==> config.mk <==
export PLATFORM = sky130hd
export DESIGN_NAME = fetch_requester_flat
export DESIGN_NICKNAME = d
export VERILOG_FILES = /design/src/rtl/fetch_requester_pkg.sv /design/src/rtl/fetch_requester_if.sv /design/src/rtl/fetch_fifo.sv /design/src/rtl/fetch_requester.sv /design/src/flat_wrapper.sv
export SDC_FILE = /design/constraint.sdc
export NUM_CORES = 1
export LEC_CHECK = 0
export BUFFER_PORTS_ARGS = -buffer_cell sky130_fd_sc_hd__buf_4
export CORE_MARGIN = 2
export CORE_UTILIZATION = 56
export CTS_CLUSTER_DIAMETER = 150
export DETAILED_ROUTE_END_ITERATION = 12
export GPL_TIMING_DRIVEN = 1
export HOLD_SLACK_MARGIN = 0.05
export PLACE_DENSITY_LB_ADDON = 0.25
export SLEW_MARGIN = 10
export SYNTH_ARGS = -nofsm -noshare
export SYNTH_HDL_FRONTEND = slang
export SYNTH_HIERARCHICAL = 1
export SYNTH_SLANG_ARGS = --single-unit
==> constraint.sdc <==
create_clock -name clk -period 7.8 [get_ports clk]
set_clock_uncertainty 0.1 [all_clocks]
set_input_delay 0.78 -clock clk [delete_from_list [all_inputs] [get_ports clk]]
set_output_delay 0.78 -clock clk [all_outputs]
set_load 0.1 [all_outputs]
==> src/rtl/fetch_requester_pkg.sv <==
// Shared types and constants for the instruction fetch requester and its FIFO.
package fetch_requester_pkg;

  localparam int unsigned INST_WIDTH = 32;
  localparam int unsigned PC_WIDTH   = 32;
  localparam logic [PC_WIDTH-1:0] PC_STEP = PC_WIDTH'(4);

  typedef enum logic [1:0] {
    ST_IDLE  = 2'd0,
    ST_ISSUE = 2'd1,
    ST_WAIT  = 2'd2,
    ST_DRAIN = 2'd3
  } fetchState_t;

  typedef struct packed {
    logic [PC_WIDTH-1:0]   pc;
    logic [INST_WIDTH-1:0] inst;
  } fetchEntry_t;

endpackage

==> src/rtl/fetch_requester_if.sv <==
// Memory-responder, redirect and instruction-consumer signals of the fetch requester.
interface fetch_requester_if;
  import fetch_requester_pkg::*;

  logic [PC_WIDTH-1:0]   memAddr;
  logic                  memIsRequest;
  logic [INST_WIDTH-1:0] memDout;
  logic                  memRequestDone;
  logic                  memReadValid;
  logic                  redirectValid;
  logic [PC_WIDTH-1:0]   redirectPc;
  logic [INST_WIDTH-1:0] instOut;
  logic [PC_WIDTH-1:0]   pcOut;
  logic                  instValid;
  logic                  instReady;

  modport master (
    output memAddr, memIsRequest, instOut, pcOut, instValid,
    input  memDout, memRequestDone, memReadValid, redirectValid, redirectPc, instReady
  );

  modport slave (
    input  memAddr, memIsRequest, instOut, pcOut, instValid,
    output memDout, memRequestDone, memReadValid, redirectValid, redirectPc, instReady
  );

endinterface

==> src/rtl/fetch_fifo.sv <==
// Small {pc,inst} FIFO with synchronous flush; push on a full FIFO is accepted only alongside a pop.
module fetch_fifo
  import fetch_requester_pkg::*;
#(
  parameter int unsigned DEPTH = 2
) (
  input  logic                   clk,
  input  logic                   rst,
  input  logic                   push,
  input  logic                   pop,
  input  logic                   flush,
  input  fetchEntry_t            din,
  output fetchEntry_t            dout,
  output logic                   full,
  output logic                   empty,
  output logic [$clog2(DEPTH):0] count
);

  localparam int unsigned PTR_W = $clog2(DEPTH);
  localparam int unsigned CNT_W = PTR_W + 1;

  fetchEntry_t      mem [DEPTH];
  logic [PTR_W-1:0] wrPtr;
  logic [PTR_W-1:0] rdPtr;
  logic             doPush;
  logic             doPop;

  assign empty  = (count == '0);
  assign full   = (count == CNT_W'(DEPTH));
  assign doPop  = pop && !empty;
  assign doPush = push && (!full || doPop);
  assign dout   = empty ? '0 : mem[rdPtr];

  always_ff @(posedge clk or posedge rst) begin
    if (rst) begin
      wrPtr <= '0;
      rdPtr <= '0;
      count <= '0;
    end else if (flush) begin
      wrPtr <= '0;
      rdPtr <= '0;
      count <= '0;
    end else begin
      if (doPush) wrPtr <= wrPtr + PTR_W'(1);
      if (doPop)  rdPtr <= rdPtr + PTR_W'(1);
      count <= count + CNT_W'(doPush) - CNT_W'(doPop);
    end
  end

  // Storage carries no reset; validity is tracked by count alone.
  always_ff @(posedge clk) begin
    if (doPush && !flush) mem[wrPtr] <= din;
  end

endmodule

==> src/rtl/fetch_requester.sv <==
// Sequential instruction fetcher: one outstanding memory request, results buffered in fetch_fifo,
// pipeline redirects flush the buffer and discard any in-flight response.
module fetch_requester
  import fetch_requester_pkg::*;
#(
  parameter logic [PC_WIDTH-1:0] RESET_PC   = 32'h0000_0000,
  parameter int unsigned         FIFO_DEPTH = 2
) (
  input logic               clk,
  input logic               rst,
  fetch_requester_if.master bus
);

  localparam int unsigned CNT_W = $clog2(FIFO_DEPTH) + 1;

  fetchState_t         state;
  logic [PC_WIDTH-1:0] fetchPc;
  logic [PC_WIDTH-1:0] seqPc;
  logic [PC_WIDTH-1:0] restartPc;
  fetchEntry_t         head;
  fetchEntry_t         pushEntry;
  logic                fifoFull;
  logic                fifoEmpty;
  logic                fifoPush;
  logic                fifoPop;
  logic [CNT_W-1:0]    fifoCount;
  logic                respHit;
  logic                slotFree;
  logic                slotFreeAfterPush;

  assign respHit   = bus.memRequestDone && bus.memReadValid;
  assign fifoPop   = !fifoEmpty && bus.instReady;
  assign fifoPush  = (state == ST_WAIT) && respHit && !bus.redirectValid;
  assign pushEntry = {fetchPc, bus.memDout};
  assign seqPc     = fetchPc + PC_STEP;
  assign restartPc = bus.redirectValid ? bus.redirectPc : fetchPc;

  // A same-cycle pop counts as freeing a slot.
  assign slotFree          = !fifoFull || fifoPop;
  assign slotFreeAfterPush = fifoPop || (fifoCount < CNT_W'(FIFO_DEPTH - 1));

  fetch_fifo #(
    .DEPTH (FIFO_DEPTH)
  ) u_fifo (
    .clk   (clk),
    .rst   (rst),
    .push  (fifoPush),
    .pop   (fifoPop),
    .flush (bus.redirectValid),
    .din   (pushEntry),
    .dout  (head),
    .full  (fifoFull),
    .empty (fifoEmpty),
    .count (fifoCount)
  );

  assign bus.instValid = !fifoEmpty;
  assign bus.instOut   = head.inst;
  assign bus.pcOut     = head.pc;

  // memAddr is loaded on entry to ISSUE and then held until the next ISSUE.
  always_ff @(posedge clk or posedge rst) begin
    if (rst) begin
      state            <= ST_IDLE;
      fetchPc          <= RESET_PC;
      bus.memAddr      <= RESET_PC;
      bus.memIsRequest <= 1'b0;
    end else begin
      bus.memIsRequest <= 1'b0;
      unique case (state)
        ST_IDLE: begin
          if (bus.redirectValid) begin
            fetchPc          <= bus.redirectPc;
            bus.memAddr      <= bus.redirectPc;
            bus.memIsRequest <= 1'b1;
            state            <= ST_ISSUE;
          end else if (slotFree) begin
            bus.memAddr      <= fetchPc;
            bus.memIsRequest <= 1'b1;
            state            <= ST_ISSUE;
          end
        end
        ST_ISSUE: begin
          if (bus.redirectValid) begin
            fetchPc <= bus.redirectPc;
            state   <= ST_DRAIN;
          end else begin
            state <= ST_WAIT;
          end
        end
        ST_WAIT: begin
          if (bus.redirectValid) begin
            fetchPc <= bus.redirectPc;
            // Response landing with the redirect is the one being discarded.
            if (respHit) begin
              bus.memAddr      <= bus.redirectPc;
              bus.memIsRequest <= 1'b1;
              state            <= ST_ISSUE;
            end else begin
              state <= ST_DRAIN;
            end
          end else if (respHit) begin
            fetchPc <= seqPc;
            if (slotFreeAfterPush) begin
              bus.memAddr      <= seqPc;
              bus.memIsRequest <= 1'b1;
              state            <= ST_ISSUE;
            end else begin
              state <= ST_IDLE;
            end
          end
        end
        ST_DRAIN: begin
          if (bus.redirectValid) fetchPc <= bus.redirectPc;
          if (respHit) begin
            bus.memAddr      <= restartPc;
            bus.memIsRequest <= 1'b1;
            state            <= ST_ISSUE;
          end
        end
      endcase
    end
  end

endmodule

==> src/flat_wrapper.sv <==
// flat-port wrapper written by rule: the top's interface ports become plain ports
module fetch_requester_flat import fetch_requester_pkg::*;
#(
  parameter logic [PC_WIDTH-1:0] RESET_PC   = 32'h0000_0000,
  parameter int unsigned         FIFO_DEPTH = 2
)
  (clk, rst, bus_memAddr, bus_memIsRequest, bus_instOut, bus_pcOut, bus_instValid, bus_memDout, bus_memRequestDone, bus_memReadValid, bus_redirectValid, bus_redirectPc, bus_instReady);
  fetch_requester_if bus_i ();
  input logic clk;
  input logic rst;
  output wire logic [$bits(bus_i.memAddr)-1:0] bus_memAddr;
  output wire logic [$bits(bus_i.memIsRequest)-1:0] bus_memIsRequest;
  output wire logic [$bits(bus_i.instOut)-1:0] bus_instOut;
  output wire logic [$bits(bus_i.pcOut)-1:0] bus_pcOut;
  output wire logic [$bits(bus_i.instValid)-1:0] bus_instValid;
  input wire logic [$bits(bus_i.memDout)-1:0] bus_memDout;
  input wire logic [$bits(bus_i.memRequestDone)-1:0] bus_memRequestDone;
  input wire logic [$bits(bus_i.memReadValid)-1:0] bus_memReadValid;
  input wire logic [$bits(bus_i.redirectValid)-1:0] bus_redirectValid;
  input wire logic [$bits(bus_i.redirectPc)-1:0] bus_redirectPc;
  input wire logic [$bits(bus_i.instReady)-1:0] bus_instReady;
  assign bus_memAddr = bus_i.memAddr;
  assign bus_memIsRequest = bus_i.memIsRequest;
  assign bus_instOut = bus_i.instOut;
  assign bus_pcOut = bus_i.pcOut;
  assign bus_instValid = bus_i.instValid;
  assign bus_i.memDout = bus_memDout;
  assign bus_i.memRequestDone = bus_memRequestDone;
  assign bus_i.memReadValid = bus_memReadValid;
  assign bus_i.redirectValid = bus_redirectValid;
  assign bus_i.redirectPc = bus_redirectPc;
  assign bus_i.instReady = bus_instReady;
  fetch_requester #(.RESET_PC(RESET_PC), .FIFO_DEPTH(FIFO_DEPTH)) u_core (.clk(clk), .rst(rst), .bus(bus_i));
endmodule
==> metrics.csv <==
metric,value,unit
cell with the most instances after synthesis,edfxtp_1,
Worst slew margin,0.245,
die width,131,um
core area,15900,um2
largest family of logic cells by synthesized area,simple AND/OR/NAND/NOR gates,
layout net count,983,
maxcap violations,0,
R2R depth,7,
GP Congestion,0.870,
post-CTS setup buffers,0,
count of final setup violators,0,
"Hold Vio Cnt, Final",0,
Synth cell types,61,
worst setup path endpoint,u_core/u_fifo/mem[1][13]$_DFFE_PP_,
TritonCTS clock tree,done,
I/O pin total,168,
fin cells,1136,
syn_area_per_cell,11.9,um2
pin count of the biggest net entering global routing,77,
RR Endpoint,u_core/u_fifo/mem[1][13]$_DFFE_PP_,
share of the synthesized area in the top cell type,0.423,
Die H,131,um
Post-synth EDFFs,128,
Worst path max stage delay,0.74,ns
Worst Hold Class,input port to async pin,
cell accounting for the most synthesized area,edfxtp_1,
TritonCTS Buffers,17,
Root Buffer,clkbuf_16,
setup TNS,0,ns
row cnt,46,
crit path max-delay cell type,nor3b_2,
cell area after synthesis,9090,um2
worst slew pin tran,1.13,ns
multi-input logic area,3180,um2
mux contribution to synthesized area,0.0967,
Setup CP Type,flip-flop to flip-flop,
clock latency at the later pin of the worst-skew pair,0.43,ns
post_cts resized,0,
Crit path required time,7.76,ns
Initial Utilization,0.572,
Layout area overhead,21.0,%
PortBufs,167,
clock sink count,199,
register area,5620,um2
Fmax,275,MHz
Die Area,17300,um2
LEAKAGE,4.22,nW
Post-DRT Antenna Nets,0,
CTS Hold Bufs,0,
residual DRC count,0,
post-DP HPWL,14100,um
initial antenna violation count,0,
Worst Path Arrival,3.60,ns
final wirelength,20900,um
Crit. End Element,flip-flop,
Critical R2R Launch,u_core/state[0]$_DFFE_PP0P_,
DR vias,6561,
DRT Pass-1 Iters,6,
outcome,"finished, final reports clean",
Placed Instances,1104,
ys async rst share,0.357,
Gate Count Post-Synth,761,
vias in the first global route,6353,
global-route wire length before repair,32800,um
power per cell area,319,nW/um2
fin crit share,0.466,
Reg2Reg Setup Slack,4.16,ns
n_diodes,0,
crit start category,flip-flop,
CP Launch Point,u_core/state[0]$_DFFE_PP0P_,
WL/cell,18.4,um
synth cell count leaders,"128 x edfxtp_1, 91 x nor2_1, 79 x nand2_1",
Congestion Overflow GR,0,
"Seq/Total Area, Yosys",0.619,
Design Power,0.00351,W
Clock transition at path regs,0.07,ns
yosys warns,6,
CTS Buffer Depth,2,
xor and xnor area share after synthesis,0.0154,
Compound-Gate Fraction of Synth Area,0.0870,
register bit total from synthesis,199,
minimum clock period,3.64,ns
synthesized net count,837,
"top cells by area, synth","edfxtp_1 42%, dfrtp_1 20%, mux2i_1 8.3%",
Synth Area in Simple Gates,0.140,
Via density,5.78,
Fillers,1177,
worst-path cell chain,inv_1 -> ha_1 -> nand2b_1 -> nor2_1 -> o21ai_2 -> nor3b_2 -> buf_4,
critical path peak fanout,54,
share of layout cells above drive strength 1,0.246,
drt first-iter violations,512,
CTS H-tree depth,4,
worst vdd ir,0.350,mV
unrepaired setup endpoints after global routing,false,
global-route usage over all layers,0.242,
top_reg_cell synth,edfxtp_1,
Pins Over Slew Limit,0,
Post-Synth Adder-Cell Area,0.00826,
## report_power, final
part / switching [W] / total (W) / internal, W
clock: 0.000368 / 0.000839 / 0.000471
sequential: 0.000141 / 0.00141 / 0.00127
combinational: 0.000972 / 0.00126 / 0.000290
total: 0.00148 / 0.00351 / 0.00203
## per-layer routing
layer  vias to the layer above  part of all wire  GRT usage
met1                      3145              0.42      0.324
li1                       3066                 -          -
met2                       305              0.48      0.393
met5                         -                 0          0
met3                        45             0.076     0.0471
met4                         0             0.024     0.0954
## per-stage QoR
stage / area [um2] / setup slack [ns] / hold slack [ns] / utilization
2_1_floorplan: 9090 / 1.00 / 0.337 / -
3_3_place_gp: 10400 / 4.16 / 0.347 / 0.656
3_5_place_dp: 10400 / 3.93 / 0.360 / 0.656
4_1_cts: 11000 / 4.19 / 0.140 / 0.692
5_1_grt: 11000 / 3.97 / 0.145 / 0.692
6_report: 11000 / 4.16 / 0.147 / 0.692
## cell families after synthesis
| logic type | after synthesis |
|---|---|
| simple gates | 270 |
| flops | 199 |
| compound gates | 125 |
| mux | 86 |
| buf+inv | 59 |
| xor+xnor | 16 |
| fa+ha+maj | 6 |
## cell type report
type	count	share of cell area
inverters	12	0.00410
well taps	216	0.0246
clock buffers	20	0.0397
repair buffers	174	0.119
flip-flops and latches	199	0.512
clock inverters	12	0.0117
multi-input cells	503	0.289
## worst max-delay path, delay by kind of cell (launching register included)
kind,cells,cell delay (ns)
AND/OR/NAND/NOR,3,1.26
buffers and inverters,2,0.82
adder cells (fa/ha/maj),1,0.50
flip-flops,1,0.42
AO/OA/AOI/OAI,1,0.16
## sequential cells by signal (all words and copies together), names as in the netlist
signal,cells
u_core/u_fifo/rdPtr,1
u_core/bus.memAddr,32
u_core/u_fifo/count,2
u_core/u_fifo/wrPtr,1
u_core/fetchPc,32
u_core/state,2
u_core/bus.memIsRequest,1
u_core/u_fifo/mem,128
## worst min path at each step
stage                                   from                                  to  slack [ns]  cells past startpoint
5_1_grt                                  rst    u_core/u_fifo/count[0]$_DFF_PP0_        0.14                      2
4_1_cts                                  rst    u_core/u_fifo/count[0]$_DFF_PP0_        0.14                      2
3_5_place_dp   u_core/fetchPc[0]$_DFFE_PP0N_  u_core/u_fifo/mem[1][32]$_DFFE_PP_        0.36                      0
6_report                                 rst    u_core/u_fifo/count[0]$_DFF_PP0_        0.15                      2
3_3_place_gp   u_core/fetchPc[0]$_DFFE_PP0N_  u_core/u_fifo/mem[0][32]$_DFFE_PP_        0.35                      0
2_1_floorplan  u_core/fetchPc[4]$_DFFE_PP0N_  u_core/u_fifo/mem[0][36]$_DFFE_PP_        0.34                      0
## cells in the final DEF, fill, tap and decap left out, types with 5 or more instances in the layout
master / synthesis / final
clkbuf_16: 0 / 17
and4_1: 5 / 5
buf_4: 6 / 174
nand3_1: 11 / 11
ha_1: 6 / 6
o31ai_1: 21 / 21
inv_1: 11 / 10
a22o_1: 5 / 5
nor3_1: 15 / 14
xnor2_1: 10 / 10
nor4_1: 10 / 10
edfxtp_1: 128 / 128
and3_1: 7 / 7
nand2b_1: 8 / 8
mux2i_1: 75 / 75
nand4_1: 15 / 15
nor2b_1: 11 / 11
mux2_2: 9 / 9
nor2_1: 91 / 90
a21oi_1: 18 / 17
o21ai_0: 48 / 48
xor2_1: 6 / 6
dfrtp_1: 71 / 70
nand2_1: 79 / 79
(Power assumes the default switching activity.)
